**src/rtl/lcd_phy_8080.sv**
```systemverilog
// Write-only Intel-8080 style parallel LCD PHY: one byte per valid/ready handshake,
// WR_n strobe and CS_n setup/release generated from cycle-count parameters.
module lcd_phy_8080 #(
    parameter int WRL_CYC  = 2,
    parameter int WRH_CYC  = 2,
    parameter int CSS_CYC  = 1,
    parameter int IDLE_CYC = 8
) (
    input  logic       clk,
    input  logic       rst_n,
    input  logic [7:0] in_data,
    input  logic       in_rs,
    input  logic       in_valid,
    output logic       in_ready,
    output logic [7:0] lcd_d,
    output logic       lcd_rs,
    output logic       lcd_wr_n,
    output logic       lcd_cs_n,
    output logic       busy
);

    localparam int MAX_WR  = (WRL_CYC > WRH_CYC) ? WRL_CYC : WRH_CYC;
    localparam int MAX_CS  = (CSS_CYC > IDLE_CYC) ? CSS_CYC : IDLE_CYC;
    localparam int MAX_CYC = (MAX_WR > MAX_CS) ? MAX_WR : MAX_CS;
    localparam int CW      = $clog2(MAX_CYC) + 1;

    localparam logic [CW-1:0] CSS_LD  = CW'(CSS_CYC - 1);
    localparam logic [CW-1:0] WRL_LD  = CW'(WRL_CYC - 1);
    localparam logic [CW-1:0] WRH_LD  = CW'(WRH_CYC - 1);
    localparam logic [CW-1:0] IDLE_LD = CW'(IDLE_CYC - 1);
    localparam logic [CW-1:0] ONE     = CW'(1);

    typedef enum logic [2:0] {
        ST_IDLE,
        ST_CSS,
        ST_WRL,
        ST_WRH,
        ST_HOLD
    } state_t;

    state_t        state, state_nxt;
    logic [CW-1:0] cnt, cnt_nxt;
    logic          cnt_zero;

    assign cnt_zero = (cnt == '0);

    always_ff @(posedge clk or negedge rst_n) begin
        if (!rst_n) begin
            state <= ST_IDLE;
            cnt   <= '0;
        end else begin
            state <= state_nxt;
            cnt   <= cnt_nxt;
        end
    end

    // in_ready is decoded from state/counter only so it never loops back through in_valid
    always_comb begin
        state_nxt = state;
        cnt_nxt   = cnt;
        in_ready  = 1'b0;
        case (state)
            ST_IDLE: begin
                in_ready = 1'b1;
                if (in_valid) begin
                    state_nxt = ST_CSS;
                    cnt_nxt   = CSS_LD;
                end
            end
            ST_CSS: begin
                if (cnt_zero) begin
                    state_nxt = ST_WRL;
                    cnt_nxt   = WRL_LD;
                end else begin
                    cnt_nxt = cnt - ONE;
                end
            end
            ST_WRL: begin
                if (cnt_zero) begin
                    state_nxt = ST_WRH;
                    cnt_nxt   = WRH_LD;
                end else begin
                    cnt_nxt = cnt - ONE;
                end
            end
            ST_WRH: begin
                if (cnt_zero) begin
                    in_ready = 1'b1;
                    if (in_valid) begin
                        state_nxt = ST_WRL;
                        cnt_nxt   = WRL_LD;
                    end else begin
                        state_nxt = ST_HOLD;
                        cnt_nxt   = IDLE_LD;
                    end
                end else begin
                    cnt_nxt = cnt - ONE;
                end
            end
            ST_HOLD: begin
                in_ready = 1'b1;
                // a byte arriving on the final hold cycle keeps the burst open
                if (in_valid) begin
                    state_nxt = ST_WRL;
                    cnt_nxt   = WRL_LD;
                end else if (cnt_zero) begin
                    state_nxt = ST_IDLE;
                end else begin
                    cnt_nxt = cnt - ONE;
                end
            end
            default: begin
                state_nxt = ST_IDLE;
                cnt_nxt   = '0;
            end
        endcase
    end

    always_ff @(posedge clk or negedge rst_n) begin
        if (!rst_n) begin
            lcd_d  <= 8'h00;
            lcd_rs <= 1'b0;
        end else if (in_valid && in_ready) begin
            lcd_d  <= in_data;
            lcd_rs <= in_rs;
        end
    end

    // Pin levels decode straight from the async-reset state register, so reset releases them at once
    assign lcd_wr_n = (state != ST_WRL);
    assign lcd_cs_n = (state == ST_IDLE);
    assign busy     = (state != ST_IDLE);

endmodule

```
**config.mk**
```make
export PLATFORM = sky130hd
export DESIGN_NAME = lcd_phy_8080
export DESIGN_NICKNAME = d
export VERILOG_FILES = /design/src/rtl/lcd_phy_8080.sv
export SDC_FILE = /design/constraint.sdc
export NUM_CORES = 1
export LEC_CHECK = 0
export CAP_MARGIN = 5
export CORE_ASPECT_RATIO = 1.1
export CORE_MARGIN = 4
export CORE_UTILIZATION = 50
export CTS_CLUSTER_SIZE = 10
export DETAILED_ROUTE_END_ITERATION = 8
export GPL_ROUTABILITY_DRIVEN = 0
export PLACE_DENSITY = 0.9
export SYNTH_ARGS = -nofsm -noshare
export SYNTH_HDL_FRONTEND = slang
export SYNTH_SLANG_ARGS = --single-unit
```
**constraint.sdc**
```tcl
create_clock -name clk -period 3.55 [get_ports clk]
set_input_delay 0.71 -clock clk [delete_from_list [all_inputs] [get_ports clk]]
set_output_delay 0.71 -clock clk [all_outputs]
set_load 0.005 [all_outputs]
```
==> flow_metrics.env, run 1 <==
export IMPL_outcome="finished, final reports clean"
export IMPL_ys_types=38
export IMPL_core_sq_mm=0.00163
export IMPL_place_ws_ns=1.07
export IMPL_max_freq_mhz=356
export IMPL_die_w_microns=48.4
export IMPL_rows=15
export IMPL_final_cell_mix="clkdlybuf4s50_1 (24), dfrtp_1 (16), mux2_4 (9)"
export IMPL_synth_seq_cells=16
export IMPL_postRouteAntennaNets=0
export IMPL_power_switching_uw=362
export IMPL_area_growth_pct=30.4
export IMPL_path_clk_slew_ns=0.10
export IMPL_tritoncts="built"
export IMPL_track_usage_pct=18.0
export IMPL_internal_power_uw=684
export IMPL_initial_utilization_pct=54.9
export IMPL_post_cts_buffers=0
export IMPL_worstPathMaxFanout=6
export IMPL_slew_violations=0
export IMPL_drt_wl_total_mm=2.08
export IMPL_avgSynthCellArea_sq_um=11.4
export IMPL_multi_input_area_sq_um=457
export IMPL_dp_hpwl_mm=1.55
export IMPL_antenna_cells=0
export IMPL_setup_viol=0
export IMPL_antenna_found_initial=0
export IMPL_ys_warn_count=0
export IMPL_grt_max_degree=17
export IMPL_synth_area_leaders="dfrtp_1 (45%), mux2_4 (15%), a21oi_1 (2.2%), xor2_1 (2.0%), nand3_1 (1.7%)"
export IMPL_hold_path_class="register to register"
export IMPL_ys_dominant_reg_cell="dfrtp_1"
export IMPL_fp_dieArea_sq_mm=0.00254
export IMPL_worst_slack_ns=0.745
export IMPL_crit_path_max_incr_delay_ns=0.51
export IMPL_clk_path_buf_depth=2
export IMPL_pwr_share_clk_pct=12.2
export IMPL_worst_endpoint_arrival_ns=2.10
export IMPL_powerDensity_mw_per_mm2=894
export IMPL_numCtsBuffers=3
export IMPL_htreeDepth=1
export IMPL_drc=0
export IMPL_hold_viol=0
export IMPL_regArea_sq_um=400
export IMPL_cp_slowest_cell="clkdlybuf4s50_1"
export IMPL_stdcell_area_sq_mm=0.00117
export IMPL_n_fill_cell=115
export IMPL_tns_ns=0
export IMPL_critPathLaunchType="register"
export IMPL_endpoint_kind="output port"
export IMPL_critical_path_cell_chain="inv_1, ha_1, nor3b_2, a31o_2, clkdlybuf4s50_1"
export IMPL_syn_inst=79
export IMPL_cts_num_sinks=16
export IMPL_synth_top_cell_area_share_pct=44.6
export IMPL_pwr_share_comb_pct=53.4
export IMPL_place_area_sq_mm=0.00113
export IMPL_rrSetupSlack_ns=1.67
export IMPL_worst_slew_pin_transition_ns=0.714
export IMPL_ir_drop_mv=0.558
export IMPL_grt_pass1_wl_mm=3.41
export IMPL_drt_vias_per_instance=5.91
export IMPL_clock_skew_ns=0.000992
export IMPL_io_buffers=24
export IMPL_nNetsFinal=117
export IMPL_first_iter_violations=14
export IMPL_period_share_pct=79.0
export IMPL_p_leak_uw=0.000528
export IMPL_synthesis_area_sq_um=897
export IMPL_seq_power_share_pct=34.5
export IMPL_ioPinCount=25
export IMPL_slew_headroom_pct=52.3
export IMPL_swShare_pct=34.6
export IMPL_hold_buffers=0
export IMPL_cts_resized_gates=0
export IMPL_die_h_microns=52.4
export IMPL_rsz0062_at_grt="no"
export IMPL_fin_crit_ns=2.81
export IMPL_cts_root_buf="clkbuf_4"
export IMPL_dr_pass1_iters=4
export IMPL_synth_top_area_cell="dfrtp_1"
export IMPL_worstSetupPathType="register to output port"
export IMPL_synth_nets=92
export IMPL_cp_required_ns=2.84
export IMPL_wl_per_cell_microns=17.4
export IMPL_final_common_cell="clkdlybuf4s50_1"
export IMPL_grt_overflow_total=0
export IMPL_cap_viol_max_count=0
export IMPL_path_delay_family="buffers and inverters"
export IMPL_grt_pass1_vias=704
export IMPL_ys_seq_area_share_pct=44.6
export IMPL_drive_gt1_share_pct=19.4
export IMPL_clk_latency_ns=0.30
export IMPL_synth_edf_count=0
export IMPL_async_flop_share_pct=100
export IMPL_vias=709
export IMPL_worst_path_buf_inv=2
-- worst reg2reg max path: stages (launching register included) --
cell and delay [ns]:
dfrtp_1 0.42, inv_1 0.07, ha_1 0.19, nor3b_2 0.36
a31o_2 0.25, nand2_4 0.14, mux2_4 0.34
-- layout make-up --
class                           instances  share of cell area, %
Clock buffer                            4                   3.10
Sequential cell                        16                   34.2
Inverter                                4                   1.28
Tap cell                               17                   1.82
Timing Repair Buffer                   24                   20.5
Multi-Input combinational cell         55                   39.0
-- final timing paths --
kind,from,to,cells after the start
max reg2reg,cnt[0]$_DFFE_PN0P_,lcd_d[1]$_DFFE_PN0P_,6
min,lcd_d[3]$_DFFE_PN0P_,lcd_d[3]$_DFFE_PN0P_,1
max in group asynchronous,rst_n,lcd_d[4]$_DFFE_PN0P_,1
min reg2reg,lcd_d[3]$_DFFE_PN0P_,lcd_d[3]$_DFFE_PN0P_,1
min in group asynchronous,rst_n,cnt[2]$_DFFE_PN0P_,1
max,cnt[0]$_DFFE_PN0P_,in_ready,5
-- cells in the mapped netlist, drive strengths merged (2+ instances only) --
library cell	n
or3	2
dfrtp	16
mux2	9
o22ai	2
o21ai	2
nor2	3
buf	3
nand2	5
nand3	3
inv	4
xor2	2
a211oi	2
a21oi	4
-- kinds of logic (layout without fill, tap and decap cells) --
family	Yosys count	in the layout	share of synthesized area (%)
DFF	16	16	44.6
AOI/OAI and AO/OA	19	19	15.3
xor gates and xnor gates	2	2	1.95
adders and majority gates	1	1	1.39
and+or+nand+nor	24	24	17.2
buffers and inverters	8	32	4.46
muxes	9	9	15.1
-- state kept, by name, summed over array words and instances, names as in the netlist --
name    flops
lcd_d       8
cnt         4
state       3
lcd_rs      1
-- per-stage QoR --
step / hold slack [ns] / util [%] / total power (uW) / instances
global route: 0.541 / 71.6 / 1120 / 120
CTS: 0.526 / 71.6 / 1050 / 120
global placement: 0.494 / 69.4 / 891 / 116
finish: 0.519 / 71.6 / 1050 / 120
floorplan: 0.414 / - / 705 / 79
detailed placement: 0.500 / 69.4 / 919 / 116
-- power by group through the flow --
stage	Combinational [uW]	Clock [uW]	Sequential, uW
finish	558	127	361
global route	607	138	375
CTS	563	129	359
detailed placement	560	0	359
global placement	537	0	354
floorplan	375	0	329
-- metal layers --
layer  global-route usage (%)  wire length, microns  up-vias
met4                     7.37                    31        0
met2                     30.7                  1130       25
li1                         -                     -      335
met3                     5.13                   105        5
met5                        0                     0        -
met1                     21.0                   819      344
No activity file was read; power rests on OpenSTA's default activity.
==> inputs of run 2 (changes only) <==
- CORE_UTILIZATION: 50 -> 46
- PLACE_DENSITY: 0.9 -> 0.84
- clock period: 3.55 -> 2.6 ns (I/O delays scaled with it)
==> run 2 against run 1 <==
  * Register-to-register slack got worse by 0.96 ns
  * Clock skew rose by 0.00060 ns
  * Worst setup slack lost 0.58 ns
  * Sequential share of layout area fell by 0.58 points
  * Highest routed layer unchanged
==> flow_metrics.env, run 2 (synthesis results as in run 1) <==
export IMPL_outcome="finished, final reports clean"
export IMPL_die_w_microns=50.1
export IMPL_largest_register="lcd_d"
export IMPL_power_switching_uw=485
export IMPL_grt_overflow_total=0
export IMPL_die_h_microns=54.3
export IMPL_rows=16
export IMPL_r2r_start="cnt[0]$_DFFE_PN0P_"
export IMPL_cts_num_sinks=16
export IMPL_reg_largest_list="lcd_d (8), cnt (4), state (3)"
export IMPL_initial_utilization_pct=49.2
export IMPL_dr_pass1_iters=4
export IMPL_grt_use_met1_pct=17.9
export IMPL_place_ws_ns=0.495
export IMPL_cap_viol_max_count=0
export IMPL_hold_buffers=0
export IMPL_path_clk_slew_ns=0.10
export IMPL_hold_depth=1
export IMPL_slew_violations=0
export IMPL_final_util_pct=65.3
export IMPL_tns_ns=0
export IMPL_fin_hold_ws_ns=0.518
export IMPL_setup_viol=0
export IMPL_clk_path_buf_depth=2
export IMPL_min_from="lcd_d[7]$_DFFE_PN0P_"
export IMPL_swShare_pct=34.0
export IMPL_vias=713
export IMPL_grt_max_degree=17
export IMPL_grt_pass1_wl_mm=3.17
export IMPL_ir_drop_mv=0.715
export IMPL_clk_latency_ns=0.29
export IMPL_io_buffers=24
export IMPL_drt_wl_total_mm=1.96
export IMPL_rrSetupSlack_ns=0.71
export IMPL_htreeDepth=1
export IMPL_max_freq_mhz=410
export IMPL_worst_slew_pin_transition_ns=0.711
export IMPL_rsz0062_at_grt="no"
export IMPL_fp_dieArea_sq_mm=0.00272
export IMPL_ioPinCount=25
export IMPL_fin_crit_ns=2.44
export IMPL_dp_hpwl_mm=1.47
export IMPL_drt_vias_per_instance=5.44
export IMPL_grtUsageMet3_pct=1.63
export IMPL_clock_skew_ns=0.00160
export IMPL_hold_end="lcd_d[7]$_DFFE_PN0P_"
export IMPL_grtUsageMet2_pct=28.7
export IMPL_cts_resized_gates=0
export IMPL_grt_pass1_vias=713
export IMPL_post_cts_buffers=0
export IMPL_hold_path_class="register to register"
export IMPL_place_area_sq_mm=0.00115
export IMPL_grt_busiest_layer="met2"
export IMPL_wl_per_cell_microns=15.0
export IMPL_period_share_pct=93.7
export IMPL_worstPathMaxFanout=16
export IMPL_worstSetupPathType="register to output port"
export IMPL_tritoncts="built"
export IMPL_internal_power_uw=942
export IMPL_worst_r2r_path_depth=6
export IMPL_worst_endpoint_arrival_ns=1.92
export IMPL_worst_slack_ns=0.163
export IMPL_antenna_cells=0
export IMPL_endpoint_kind="output port"
export IMPL_area_growth_pct=32.6
export IMPL_slew_headroom_pct=52.4
export IMPL_numCtsBuffers=3
export IMPL_pwr_share_clk_pct=11.6
export IMPL_pwr_share_comb_pct=53.7
export IMPL_rr_endpoint="cnt[2]$_DFFE_PN0P_"
export IMPL_postRouteAntennaNets=0
export IMPL_seq_power_share_pct=34.7
export IMPL_drc=0
export IMPL_cp_required_ns=2.08
export IMPL_powerDensity_mw_per_mm2=1200
export IMPL_core_sq_mm=0.00182
export IMPL_final_cell_mix="clkdlybuf4s50_1 (24), dfrtp_1 (16), mux2_4 (9)"
export IMPL_track_usage_pct=16.2
export IMPL_critPathLaunchType="register"
export IMPL_final_common_cell="clkdlybuf4s50_1"
export IMPL_largest_reg_flops=8
export IMPL_nNetsFinal=118
export IMPL_first_iter_violations=22
export IMPL_stdcell_area_sq_mm=0.00119
export IMPL_drive_gt1_share_pct=20.2
export IMPL_antenna_found_initial=0
export IMPL_p_leak_uw=0.000534
export IMPL_hold_viol=0
export IMPL_cts_root_buf="clkbuf_4"
==> run 2: cell types whose count changed in the layout (fill, tap and decap cells not counted), sizes merged <==
cell	previous run	this run
buf	0	1
==> run 2: worst max path at each step <==
stage	start	end	slack [ns]	cells past startpoint
floorplan	cnt[0]$_DFFE_PN0P_	cnt[2]$_DFFE_PN0P_	0.90	7
global placement	cnt[0]$_DFFE_PN0P_	in_ready	0.52	5
detailed placement	cnt[0]$_DFFE_PN0P_	in_ready	0.50	5
CTS	cnt[0]$_DFFE_PN0P_	in_ready	0.17	5
global route	cnt[0]$_DFFE_PN0P_	in_ready	0.04	5
finish	state[2]$_DFFE_PN0P_	in_ready	0.16	3
==> run 2: per-stage QoR <==
step           cells  power [uW]
2_1_floorplan     79         962
3_3_place_gp     127        1240
3_5_place_dp     127        1260
4_1_cts          131        1430
5_1_grt          131        1530
6_report         131        1430
==> run 2: layer usage <==
layer  part of all wire (%)  vias up
li1                       -      336
met1                     41      359
met2                     53       14
met3                    2.6        4
met4                    2.8        0
met5                      0        -
==> run 2: final cells by class <==
class                   count  area [sq um]
repair buffers             25           248
flip-flops and latches     16           400
clock buffers               4          36.3
inverters                   4          15.0
multi-input cells          55           457
fillers                   134           632
well taps                  27          33.8
==> run 2: worst max-delay path, cell delays in order (launching register included) <==
cell,delay (ns)
dfrtp_1,0.62
and2b_1,0.28
a31o_2,0.27
clkdlybuf4s50_1,0.45
==> run 2: power by group through the flow <==
stage	Sequential, uW	Combinational [uW]	Clock [uW]
after floorplan	450	512	0
after detailed placement	498	762	0
after global placement	490	747	0
after CTS	493	767	171
after global routing	519	829	184
final	495	766	166
